**src/rtl/pixel_rx_sequencer.sv**
```systemverilog
// pixel_rx_sequencer: steers the UART byte stream into the R/G/B bank registers
// through one-cycle load strobes, then flags each complete pixel with its frame
// address. Frame end is marked by the wrapping address counter.
//
// Optional feature macro: PIXEL_SEQ_TIMEOUT_EN
//   defined   - inter-byte timeout counter; a stalled partial pixel is dropped,
//               the sequencer re-synchronises to R and pulses sync_err.
//   undefined - no timeout logic; sync_err is tied low and the FSM waits forever.
module pixel_rx_sequencer #(
    parameter int NUM_PIXELS     = 4096,
    parameter int TIMEOUT_CYCLES = 1_000_000,
    parameter int DATA_W         = 8,
    localparam int ADDR_W        = $clog2(NUM_PIXELS)
) (
    input  logic              clk,
    input  logic              reset,
    input  logic              rx_ready,
    input  logic [DATA_W-1:0] rx_data,
    input  logic              frame_restart,
    output logic              r0,
    output logic              r1,
    output logic              r2,
    output logic              pixel_valid,
    output logic [ADDR_W-1:0] pixel_addr,
    output logic              frame_done,
    output logic              sync_err
);

    typedef enum logic [1:0] {
        WAIT_R = 2'd0,
        WAIT_G = 2'd1,
        WAIT_B = 2'd2,
        COMMIT = 2'd3
    } state_t;

    localparam logic [ADDR_W-1:0] ADDR_LAST = ADDR_W'(NUM_PIXELS - 1);

    state_t            state;
    state_t            state_nxt;
    logic [ADDR_W-1:0] addr_q;
    logic              timeout_hit;
    logic              in_partial;

    // The byte itself goes straight from the receiver to the bank registers;
    // this block only decides which register captures it.
    logic unused_rx_data;
    assign unused_rx_data = ^rx_data;

    // A pixel is partially received while waiting for its G or B byte.
    assign in_partial = (state == WAIT_G) || (state == WAIT_B);

`ifdef PIXEL_SEQ_TIMEOUT_EN
    localparam int             TMO_W    = $clog2(TIMEOUT_CYCLES);
    localparam logic [TMO_W-1:0] TMO_LAST = TMO_W'(TIMEOUT_CYCLES - 1);

    logic [TMO_W-1:0] tmo_cnt;
    logic             sync_err_q;

    // Expiry only counts when no byte arrives in the same cycle: a late byte wins.
    assign timeout_hit = in_partial && !rx_ready && (tmo_cnt == TMO_LAST);

    // Idle-cycle counter, running only while a pixel is partially received.
    always_ff @(posedge clk or negedge reset) begin
        if (!reset) begin
            tmo_cnt <= '0;
        end else if (frame_restart || rx_ready || !in_partial || timeout_hit) begin
            tmo_cnt <= '0;
        end else begin
            tmo_cnt <= tmo_cnt + TMO_W'(1);
        end
    end

    // sync_err is a registered pulse in the first WAIT_R cycle after a resync.
    always_ff @(posedge clk or negedge reset) begin
        if (!reset) begin
            sync_err_q <= 1'b0;
        end else begin
            sync_err_q <= timeout_hit && !frame_restart;
        end
    end

    assign sync_err = sync_err_q;
`else
    localparam int unused_timeout_cycles = TIMEOUT_CYCLES;

    assign timeout_hit = 1'b0;
    assign sync_err    = 1'b0;
`endif

    // State register.
    always_ff @(posedge clk or negedge reset) begin
        if (!reset) begin
            state <= WAIT_R;
        end else begin
            state <= state_nxt;
        end
    end

    // Next-state logic: restart beats timeout, timeout beats idle waiting.
    always_comb begin
        state_nxt = state;
        if (frame_restart) begin
            state_nxt = WAIT_R;
        end else if (timeout_hit) begin
            state_nxt = WAIT_R;
        end else begin
            case (state)
                WAIT_R: if (rx_ready) state_nxt = WAIT_G;
                WAIT_G: if (rx_ready) state_nxt = WAIT_B;
                WAIT_B: if (rx_ready) state_nxt = COMMIT;
                COMMIT: state_nxt = rx_ready ? WAIT_G : WAIT_R;
                default: state_nxt = WAIT_R;
            endcase
        end
    end

    // Frame address: advances after every COMMIT, wraps at the last pixel.
    always_ff @(posedge clk or negedge reset) begin
        if (!reset) begin
            addr_q <= '0;
        end else if (frame_restart) begin
            addr_q <= '0;
        end else if (state == COMMIT) begin
            addr_q <= (addr_q == ADDR_LAST) ? '0 : addr_q + ADDR_W'(1);
        end
    end

    // Load strobes are combinational so the bank captures rx_data on this edge;
    // COMMIT accepts a back-to-back R byte. Strobes are masked during reset.
    always_comb begin
        r0 = reset && rx_ready && ((state == WAIT_R) || (state == COMMIT));
        r1 = reset && rx_ready && (state == WAIT_G);
        r2 = reset && rx_ready && (state == WAIT_B);
    end

    // Pixel flags decode the registered state and address.
    always_comb begin
        pixel_valid = (state == COMMIT);
        pixel_addr  = addr_q;
        frame_done  = (state == COMMIT) && (addr_q == ADDR_LAST);
    end

endmodule

```
**config.mk**
```make
export PLATFORM = sky130hd
export DESIGN_NAME = pixel_rx_sequencer
export DESIGN_NICKNAME = d
export VERILOG_FILES = /design/src/rtl/pixel_rx_sequencer.sv
export SDC_FILE = /design/constraint.sdc
export NUM_CORES = 1
export LEC_CHECK = 0
export ABC_AREA = 0
export BUFFER_PORTS_ARGS = -buffer_cell sky130_fd_sc_hd__buf_2
export CORE_AREA = 4 4 50 52
export DETAILED_ROUTE_END_ITERATION = 10
export DIE_AREA = 0 0 54 56
export PLACE_DENSITY = 0.79
export SLEW_MARGIN = 5
export SYNTH_ARGS = -nofsm -noshare
export SYNTH_HDL_FRONTEND = slang
export SYNTH_SLANG_ARGS = --single-unit
```
**constraint.sdc**
```tcl
create_clock -name clk -period 1.5 [get_ports clk]
set_input_delay 0.3 -clock clk [delete_from_list [all_inputs] [get_ports clk]]
set_output_delay 0.3 -clock clk [all_outputs]
set_load 0.01 [all_outputs]
```
==> flow_metrics.tcl, run 1 <==
set metrics [dict create \
    status "complete, but fails checks" \
    violations "setup timing" \
    routed_wl_um 2850 \
    gp_congestion 0.761 \
    yosysWarnings 0 \
    die_x_um 54 \
    coreArea_sq_um 2110 \
    synth_cell_types 31 \
    criticalPathCategory "flip-flop to primary output" \
    nets 160 \
    pwr-share-seq_pct 32.0 \
    crit_path_max_incr_delay_ps 410 \
    seqCellArea_sq_um 355 \
    switching_share_pct 36.5 \
    overflow 0 \
    worst_path_dominant_cell_family "flip-flops" \
    clkTransAtPathRegs_ps 80 \
    grt_pass1_vias 858 \
    maxCapViolCount 0 \
    setup_viol 14 \
    crit_slowest_cell "dfrtp_1" \
    antenna_found_initial 0 \
    hpwl_um 1460 \
    p_clk_share_pct 15.7 \
    clock_skew_ps 6.22 \
    ys_seq_area_share_pct 40.3 \
    final_cells 169 \
    postRouteAntennaNets 0 \
    wl_per_cell_um 16.9 \
    cts_tree "yes" \
    dieArea_sq_um 3020 \
    post-route-period-util_pct 111 \
    p_int_uw 889 \
    port-buffer-count 20 \
    num-fill-cells 128 \
    multi_input_area_sq_um 654 \
    stdcell_area_sq_um 1510 \
    switchingPower_uw 511 \
    rsz0062_at_grt "true" \
    ys_seq_elements 14 \
    hold_viol 0 \
    final_cell_mix "23 x buf_4, 17 x buf_2, 12 x buf_6" \
    crit_required_ps 1200 \
    final_common_cell "buf_4" \
    synth_nets 107 \
    insertion_delay_ps 290 \
    end_kind "primary output" \
    ir_worst_vdd_mv 0.690 \
    drive_above_1_share_pct 63.8 \
    pre_cts_slack_ps -52.3 \
    worst-endpoint-arrival_ps 1360 \
    die-height_um 56 \
    placed_cell_area_sq_um 1080 \
    synth_area_per_cell_sq_um 9.66 \
    crit_chain "ha_4 -> inv_4 -> nor4_4 -> buf_2" \
    path_buf_inv 2 \
    cts.sinks 14 \
    hold_path_class "input pin to flip-flop" \
    p_comb_share_pct 52.3 \
    vias_per_cell 5.66 \
    leakage_nw 0.659 \
    drt_first_pass_iters 4 \
    cellPowerDensity_nw_per_um2 928 \
    fin_ws_ps -160 \
    power.total_mw 1.40 \
    drt-initial-drc-count 34 \
    drv_slew 0 \
    grt_max_degree 15 \
    cts_buffer_depth 2 \
    cp-start-kind "flip-flop" \
    vias 956 \
    postSynthCellCount 90 \
    clock.fmax_ghz 0.603 \
    dp.cells 145 \
    cp_max_fo 3 \
    grt_usage_pct 18.2 \
    initial_utilization_pct 41.3 \
    pin_count 30 \
    fin_crit_ps 1660 \
    netlist_area_sq_um 870 \
    drc 0 \
    antenna_cells 0 \
    grt_pass1_wl_um 4080 \
    fin_util_pct 71.6 \
    num_rows 17 \
    cts-root-buf "clkbuf_4" \
    area_growth_pct 73.4 \
    cts_max_level 1 \
    cts_made_buffers 3 \
]
-- kinds of logic (layout without fill, tap and decap cells) --
family                   count (synthesis)  after routing  share of synthesized area, %
AND/OR/NAND/NOR                         29             29                          19.3
AO/OA/AOI/OAI                           26             26                          22.0
flip-flops                              14             14                          40.3
buffers and inverters                   11             62                          6.62
adder cells (fa/ha/maj)                  5              5                          7.19
XOR/XNOR                                 3              3                          3.02
other                                    1              1                         0.431
multiplexers                             1              1                          1.15
-- worst reg2reg max path, cell delays in order (launching register included) --
cell and delay [ps]:
dfrtp_1 410, ha_4 180, buf_6 140, o211ai_1 160, or4_1 490, a21oi_2 160
-- per-stage QoR --
stage	hold WS, ps	TNS [ps]
after floorplan	4.41	0
after global placement	287	-2.52
after detailed placement	294	-126
after CTS	343	-789
after global routing	362	-2240
final	357	-1040
-- state kept, by name, summed over array words and instances (netlist names) --
| name | cells |
|---|---|
| pixel_addr | 12 |
| state | 2 |
-- layer usage --
metal	part of all wire (%)	global-route usage, %	up-vias
li1	-	-	438
met1	41	21.3	468
met2	53	31.8	43
met3	4.2	1.61	7
met4	2.4	8.54	0
met5	0	0	-
-- power by group through the flow --
stage / Sequential, mW / Combinational, mW / Clock, mW
6_report: 0.448 / 0.732 / 0.220
5_1_grt: 0.453 / 0.796 / 0.230
3_3_place_gp: 0.432 / 0.352 / 0
2_1_floorplan: 0.448 / 0.219 / 0
3_5_place_dp: 0.434 / 0.369 / 0
4_1_cts: 0.445 / 0.605 / 0.219
-- cells in the mapped netlist --
cell	count	area share, %
a21oi_1	10	5.8
and3_1	2	1.4
buf_2	1	0.57
buf_4	2	1.7
buf_6	1	1.3
clkbuf_1	1	0.43
conb_1	1	0.43
dfrtp_1	14	40
ha_1	5	7.2
inv_1	6	2.6
mux2i_1	1	1.2
nand2_1	7	3.0
nand3_1	2	1.2
nand3b_1	1	0.86
nand4_1	1	0.72
nand4_2	2	2.9
nor2_1	4	1.7
nor3_1	2	1.2
nor4_1	1	0.72
o2111ai_1	2	2.0
o2111ai_2	1	1.7
o211ai_1	1	0.86
o21ai_0	3	1.7
o311ai_0	2	2.0
o31a_1	1	1.0
o31ai_1	4	3.5
o31ai_4	1	2.4
o32ai_1	1	1.0
or3_1	3	2.2
or4_1	4	3.5
xor2_1	3	3.0
-- worst paths after layout --
kind                            slack [ps]  cells after the start       endpoint          start
min in group asynchronous              540                      3  pixel_addr[5]          reset
worst min register to register         630                      2  pixel_addr[9]  pixel_addr[9]
worst max-delay path                  -160                      4     frame_done       state[1]
max in group asynchronous              760                      3  pixel_addr[2]          reset
worst min-delay path                   360                      2  pixel_addr[1]  frame_restart
worst max register to register        -120                      5  pixel_addr[8]       state[1]
-- layout make-up --
class / instances / share of cell area [%]
multi-input combinational: 65 / 43.4
timing repair buffer: 53 / 26.7
sequential: 14 / 23.6
inverter: 6 / 2.49
tap: 28 / 2.32
clock buffer: 3 / 1.49
-- repair_timing --
| action | 4_1_cts | 5_1_grt |
|---|---|---|
| gates cloned | 0 | 0 |
| endpoints found under the setup margin | 12 | 17 |
| gates resized for setup | 32 | 25 |
| endpoints found under the hold margin | 14 | 0 |
| hold buffers | 1 | 0 |
| pin swaps | 10 | 12 |
| setup buffers | 10 | 10 |
Note: power is estimated with default switching activity, not from simulation.
==> run 2: changes to the inputs <==
==> constraint.sdc (replaced) <==
create_clock -name clk -period 1.5 [get_ports clk]
set_input_delay 0.3 -clock clk [delete_from_list [all_inputs] [get_ports clk]]
set_output_delay 0.3 -clock clk [all_outputs]
set_load 0.02 [all_outputs]
==> run 2 against run 1 <==
Against the previous run:
- the run still ends with setup timing left
- fmax shrank 2.5%
- setup slack lost 42 ps
- global-route usage fell by 0.19 points
- non-clock buffer count decreased by 8
- power down 5.6%
- flip-flop and latch count unchanged
- hold slack worse by 39 ps
- via count decreased by 8.6%
- final cell count down 4.1%
- register-to-register slack got worse by 30 ps
- die area unchanged
- sequential share of layout area rose by 2.4 points
- critical path type unchanged
- largest cell class unchanged
==> flow_metrics.tcl, run 2 (synthesized netlist as in run 1, its figures left out) <==
set metrics [dict create \
    num_rows 17 \
    hold_path_class "input pin to flip-flop" \
    violations "setup timing" \
    fin_crit_ps 1700 \
    port-buffer-count 20 \
    grt_pass1_wl_um 3970 \
    drt_first_pass_iters 4 \
    hpwl_um 1620 \
    worstHoldPathCells 2 \
    tns_ps -1270 \
    pin_count 30 \
    fin_ws_ps -202 \
    p_int_uw 847 \
    hold_viol 0 \
    die-height_um 56 \
    cts-root-buf "clkbuf_4" \
    drv_slew 0 \
    cts_max_level 1 \
    final_common_cell "buf_4" \
    post-route-period-util_pct 113 \
    switchingPower_uw 475 \
    path_buf_inv 1 \
    grt_pass1_vias 841 \
    clock.fmax_ghz 0.588 \
    antenna_cells 0 \
    criticalPathCategory "flip-flop to primary output" \
    dieArea_sq_um 3020 \
    cts_made_buffers 3 \
    wl_per_cell_um 16.0 \
    gp_congestion 0.730 \
    setup_viol 13 \
    grt_usage_pct 18.0 \
    crit_cells 4 \
    worst_path_dominant_cell_family "flip-flops" \
    routed_wl_um 2600 \
    power.total_mw 1.32 \
    nets 152 \
    antenna_found_initial 0 \
    end_kind "primary output" \
    drt-initial-drc-count 14 \
    p_comb_share_pct 43.9 \
    cts_tree "yes" \
    clock_skew_ps 7.24 \
    crit_required_ps 1200 \
    drive_above_1_share_pct 57.5 \
    die_x_um 54 \
    vias 874 \
    drc 0 \
    largest_reg_flops 12 \
    clkTransAtPathRegs_ps 90 \
    cts.sinks 14 \
    crit_path_max_incr_delay_ps 400 \
    postRouteAntennaNets 0 \
    cp_max_fo 3 \
    rsz0062_at_grt "true" \
    cp-start-kind "flip-flop" \
    pwr-share-seq_pct 34.7 \
    grt_max_degree 15 \
    switching_share_pct 35.9 \
    leakage_nw 0.614 \
    insertion_delay_ps 290 \
    reg2regPathDepth 5 \
    ir_worst_vdd_mv 0.614 \
    coreArea_sq_um 2110 \
    worst-endpoint-arrival_ps 1400 \
    vias_per_cell 5.40 \
    fin_util_pct 65.8 \
    cts_buffer_depth 2 \
    status "complete, but fails checks" \
    final_cell_mix "23 x buf_4, 15 x buf_2" \
    multi_input_area_sq_um 596 \
    num-fill-cells 156 \
    crit_slowest_cell "dfrtp_2" \
    whs_ps 317 \
    area_growth_pct 59.3 \
    initial_utilization_pct 41.3 \
    p_clk_share_pct 21.4 \
    crit_chain "ha_4 -> nand3_4 -> nor4_4 -> buf_4" \
    overflow 0 \
    cellPowerDensity_nw_per_um2 954 \
    maxCapViolCount 0 \
    seqCellArea_sq_um 359 \
]
[run 2: layout make-up]
type	instances	share of cell area (%)
Sequential cell	14	25.9
Timing Repair Buffer	45	24.1
Clock buffer	4	2.62
Inverter	6	1.81
Multi-Input combinational cell	65	43.0
Tap cell	28	2.53
[run 2: path summary, 6_finish.rpt]
path                                  end           start  slack, ps
setup / recovery               frame_done   pixel_addr[1]       -200
hold / removal              pixel_addr[8]   frame_restart        320
setup reg to reg           pixel_addr[11]        state[0]       -150
hold reg to reg            pixel_addr[10]  pixel_addr[10]        620
max in group asynchronous   pixel_addr[3]           reset        790
min in group asynchronous   pixel_addr[4]           reset        520
[run 2: power groups by stage]
stage               sequential [mW]  clock [mW]  combinational, mW
detailed placement            0.452           0              0.369
global placement              0.451           0              0.351
floorplan                     0.464           0              0.244
finish                        0.458       0.282              0.581
CTS                           0.452       0.292              0.499
global route                  0.466       0.311              0.624
[run 2: timing repair]
item | 4_1_cts | 5_1_grt
hold buffers | 1 | 0
pin swaps | 5 | 7
gates cloned | 0 | 0
buffers inserted | 4 | 6
endpoints found under the hold margin | 14 | 0
resized for setup | 19 | 15
endpoints found under the setup margin | 8 | 17
[run 2: per-layer routing]
metal	GRT usage, %	vias up	wire length (um)	share of wire [%]
met3	2.41	4	65	2.5
met4	8.54	0	43	1.7
li1	-	424	-	-
met1	20.7	422	1050	40
met2	31.3	24	1440	55
met5	0	-	0	0
[run 2: through the flow]
stage | worst slack (ps) | std cells | area (sq um)
6_report | -202 | 162 | 1390
5_1_grt | -264 | 162 | 1390
4_1_cts | -191 | 156 | 1280
3_5_place_dp | -16.8 | 147 | 1130
3_3_place_gp | 8.48 | 147 | 1130
2_1_floorplan | -11.6 | 90 | 917
==> run 3: changes to the inputs <==
--- a/config.mk
+++ b/config.mk
@@ -7,9 +7,9 @@
 export LEC_CHECK = 0
 export ABC_AREA = 0
 export BUFFER_PORTS_ARGS = -buffer_cell sky130_fd_sc_hd__buf_2
-export CORE_AREA = 4 4 50 52
+export CORE_AREA = 2 2 48 50
 export DETAILED_ROUTE_END_ITERATION = 10
-export DIE_AREA = 0 0 54 56
+export DIE_AREA = 0 0 50 52
 export PLACE_DENSITY = 0.79
 export SLEW_MARGIN = 5
 export SYNTH_ARGS = -nofsm -noshare
==> run 3 against run 2 <==
Against the previous run:
- setup slack improved by 60 ps
- combinational power shrank 20%
- first-iteration DRC count down 21%
- the run still ends with setup timing left
- clock skew fell by 3.3 ps
- hold slack better by 2.9 ps
- largest cell class unchanged
- sequential share of layout area increased by 2.2 points
- highest routed layer unchanged
- fmax up 3.7%
- clock power hardly changed
- global-route usage increased by 1.3 points
- design area down 7.4%
- sequential power about the same
==> flow_metrics.tcl, run 3 (synthesized netlist as in run 1, its figures left out) <==
set metrics [dict create \
    dieArea_sq_um 2600 \
    clock.fmax_ghz 0.609 \
    violations "setup timing" \
    cp-start-kind "flip-flop" \
    cts_max_level 1 \
    num_rows 17 \
    status "complete, but fails checks" \
    cp_max_fo 3 \
    hold_path_class "input pin to flip-flop" \
    initial_utilization_pct 41.3 \
    hold_viol 0 \
    drc 0 \
    vias_per_cell 5.46 \
    insertion_delay_ps 280 \
    met3_usage_pct 2.01 \
    leakage_nw 0.584 \
    power.total_mw 1.20 \
    criticalPathCategory "flip-flop to primary output" \
    overflow 0 \
    cts_tree "yes" \
    setup_viol 13 \
    nets 147 \
    reg2reg_to "pixel_addr[11]" \
    cp_common_cell "buf_6" \
    crit_slowest_cell "dfrtp_2" \
    worstHoldPathCells 2 \
    grt_pass1_wl_um 3750 \
    reg2regPathDepth 5 \
    hold_start "frame_restart" \
    postRouteAntennaNets 0 \
    hpwl_um 1680 \
    pin_count 30 \
    coreArea_sq_um 2110 \
    grtUsageMet1_pct 23.1 \
    die_x_um 50 \
    grt_pass1_vias 800 \
    fin_crit_ps 1640 \
    seqCellArea_sq_um 360 \
    die-height_um 52 \
    cts.sinks 14 \
    rsz0062_at_grt "true" \
    fin_ws_ps -141 \
    drt-initial-drc-count 11 \
    cts_made_buffers 3 \
    worst-endpoint-arrival_ps 1340 \
    wl_per_cell_um 14.5 \
    largest_reg_flops 12 \
    grt_max_degree 15 \
    crit_required_ps 1200 \
    crit_chain "buf_6 -> ha_2 -> and3_1 -> buf_6" \
    clock_skew_ps 3.95 \
    area_growth_pct 47.5 \
    grt.busiest_layer "met2" \
    use_met2_pct 34.4 \
    min_to "pixel_addr[0]" \
    clkTransAtPathRegs_ps 90 \
    final_cell_mix "20 x buf_4, 16 x buf_2, 10 x a21oi_1" \
    grt_usage_pct 19.3 \
    r2r-start "state[1]" \
    routed_wl_um 2280 \
    antenna_found_initial 0 \
    num-fill-cells 187 \
    drv_slew 0 \
    port-buffer-count 20 \
    cts-root-buf "clkbuf_4" \
    final_common_cell "buf_4" \
    post-route-period-util_pct 109 \
    antenna_cells 0 \
    r2r_slack_ps -120 \
    cellPowerDensity_nw_per_um2 937 \
    gp_congestion 0.779 \
    vias 857 \
    drive_above_1_share_pct 50.4 \
    crit_path_max_incr_delay_ps 450 \
    multi_input_area_sq_um 554 \
    cts_buffer_depth 2 \
    tns_ps -1320 \
    maxCapViolCount 0 \
    ir_worst_vdd_mv 0.584 \
    end_kind "primary output" \
    drt_first_pass_iters 4 \
]
-- run 3: changes by cell type in the layout (fill, tap and decap cells not counted), sizes merged --
cell  change
buf       -5
-- run 3: worst max-delay path: cells and delay by family (launching register included) --
| kind | cells | cell delay [ps] |
|---|---|---|
| adder cells (fa/ha/maj) | 1 | 160 |
| buffers and inverters | 2 | 260 |
| flip-flops | 1 | 450 |
| AND/OR/NAND/NOR | 1 | 190 |
-- run 3: how the worst max path moves through the flow --
| stage | from | to | slack [ps] | cells past startpoint |
|---|---|---|---|---|
| after floorplan | state[1] | frame_done | -10 | 4 |
| after global placement | state[1] | pixel_addr[9] | 30 | 5 |
| after detailed placement | state[1] | pixel_addr[3] | -30 | 5 |
| after CTS | state[0] | frame_done | -180 | 4 |
| after global routing | state[0] | r2 | -190 | 4 |
| final | state[1] | r2 | -140 | 4 |
-- run 3: power by group --
part           internal [mW]  switching [mW]
clock network          0.148           0.131
registers              0.415          0.0460
logic                  0.218           0.245
-- run 3: cell type report --
type	count	share of cell area, %
inverters	6	1.76
flip-flops and latches	14	28.1
repair buffers	40	21.4
well taps	28	2.73
clock buffers	4	2.83
multi-input cells	65	43.2
-- run 3: repair_timing --
| action | CTS | global route |
|---|---|---|
| hold endpoints to repair | 14 | 0 |
| endpoints found under the setup margin | 12 | 16 |
| cloned | 0 | 0 |
| setup buffers | 3 | 0 |
| hold buffers | 1 | 0 |
| gates resized for setup | 10 | 12 |
| pin swaps | 4 | 3 |
-- run 3: per-layer routing --
metal	up-vias	part of all wire [%]
li1	415	-
met2	26	54
met1	410	41
met4	0	2.4
met5	-	0
met3	6	2.6
-- run 3: metrics by stage --
stage,std cells,instance area (sq um),util [%],setup slack (ps),hold slack [ps]
2_1_floorplan,90,917,-,-11.6,4.41
3_3_place_gp,150,1150,54.8,28.7,288
3_5_place_dp,150,1150,54.8,-28.5,295
4_1_cts,158,1260,59.7,-176,324
5_1_grt,157,1280,60.9,-186,352
6_report,157,1280,60.9,-141,320
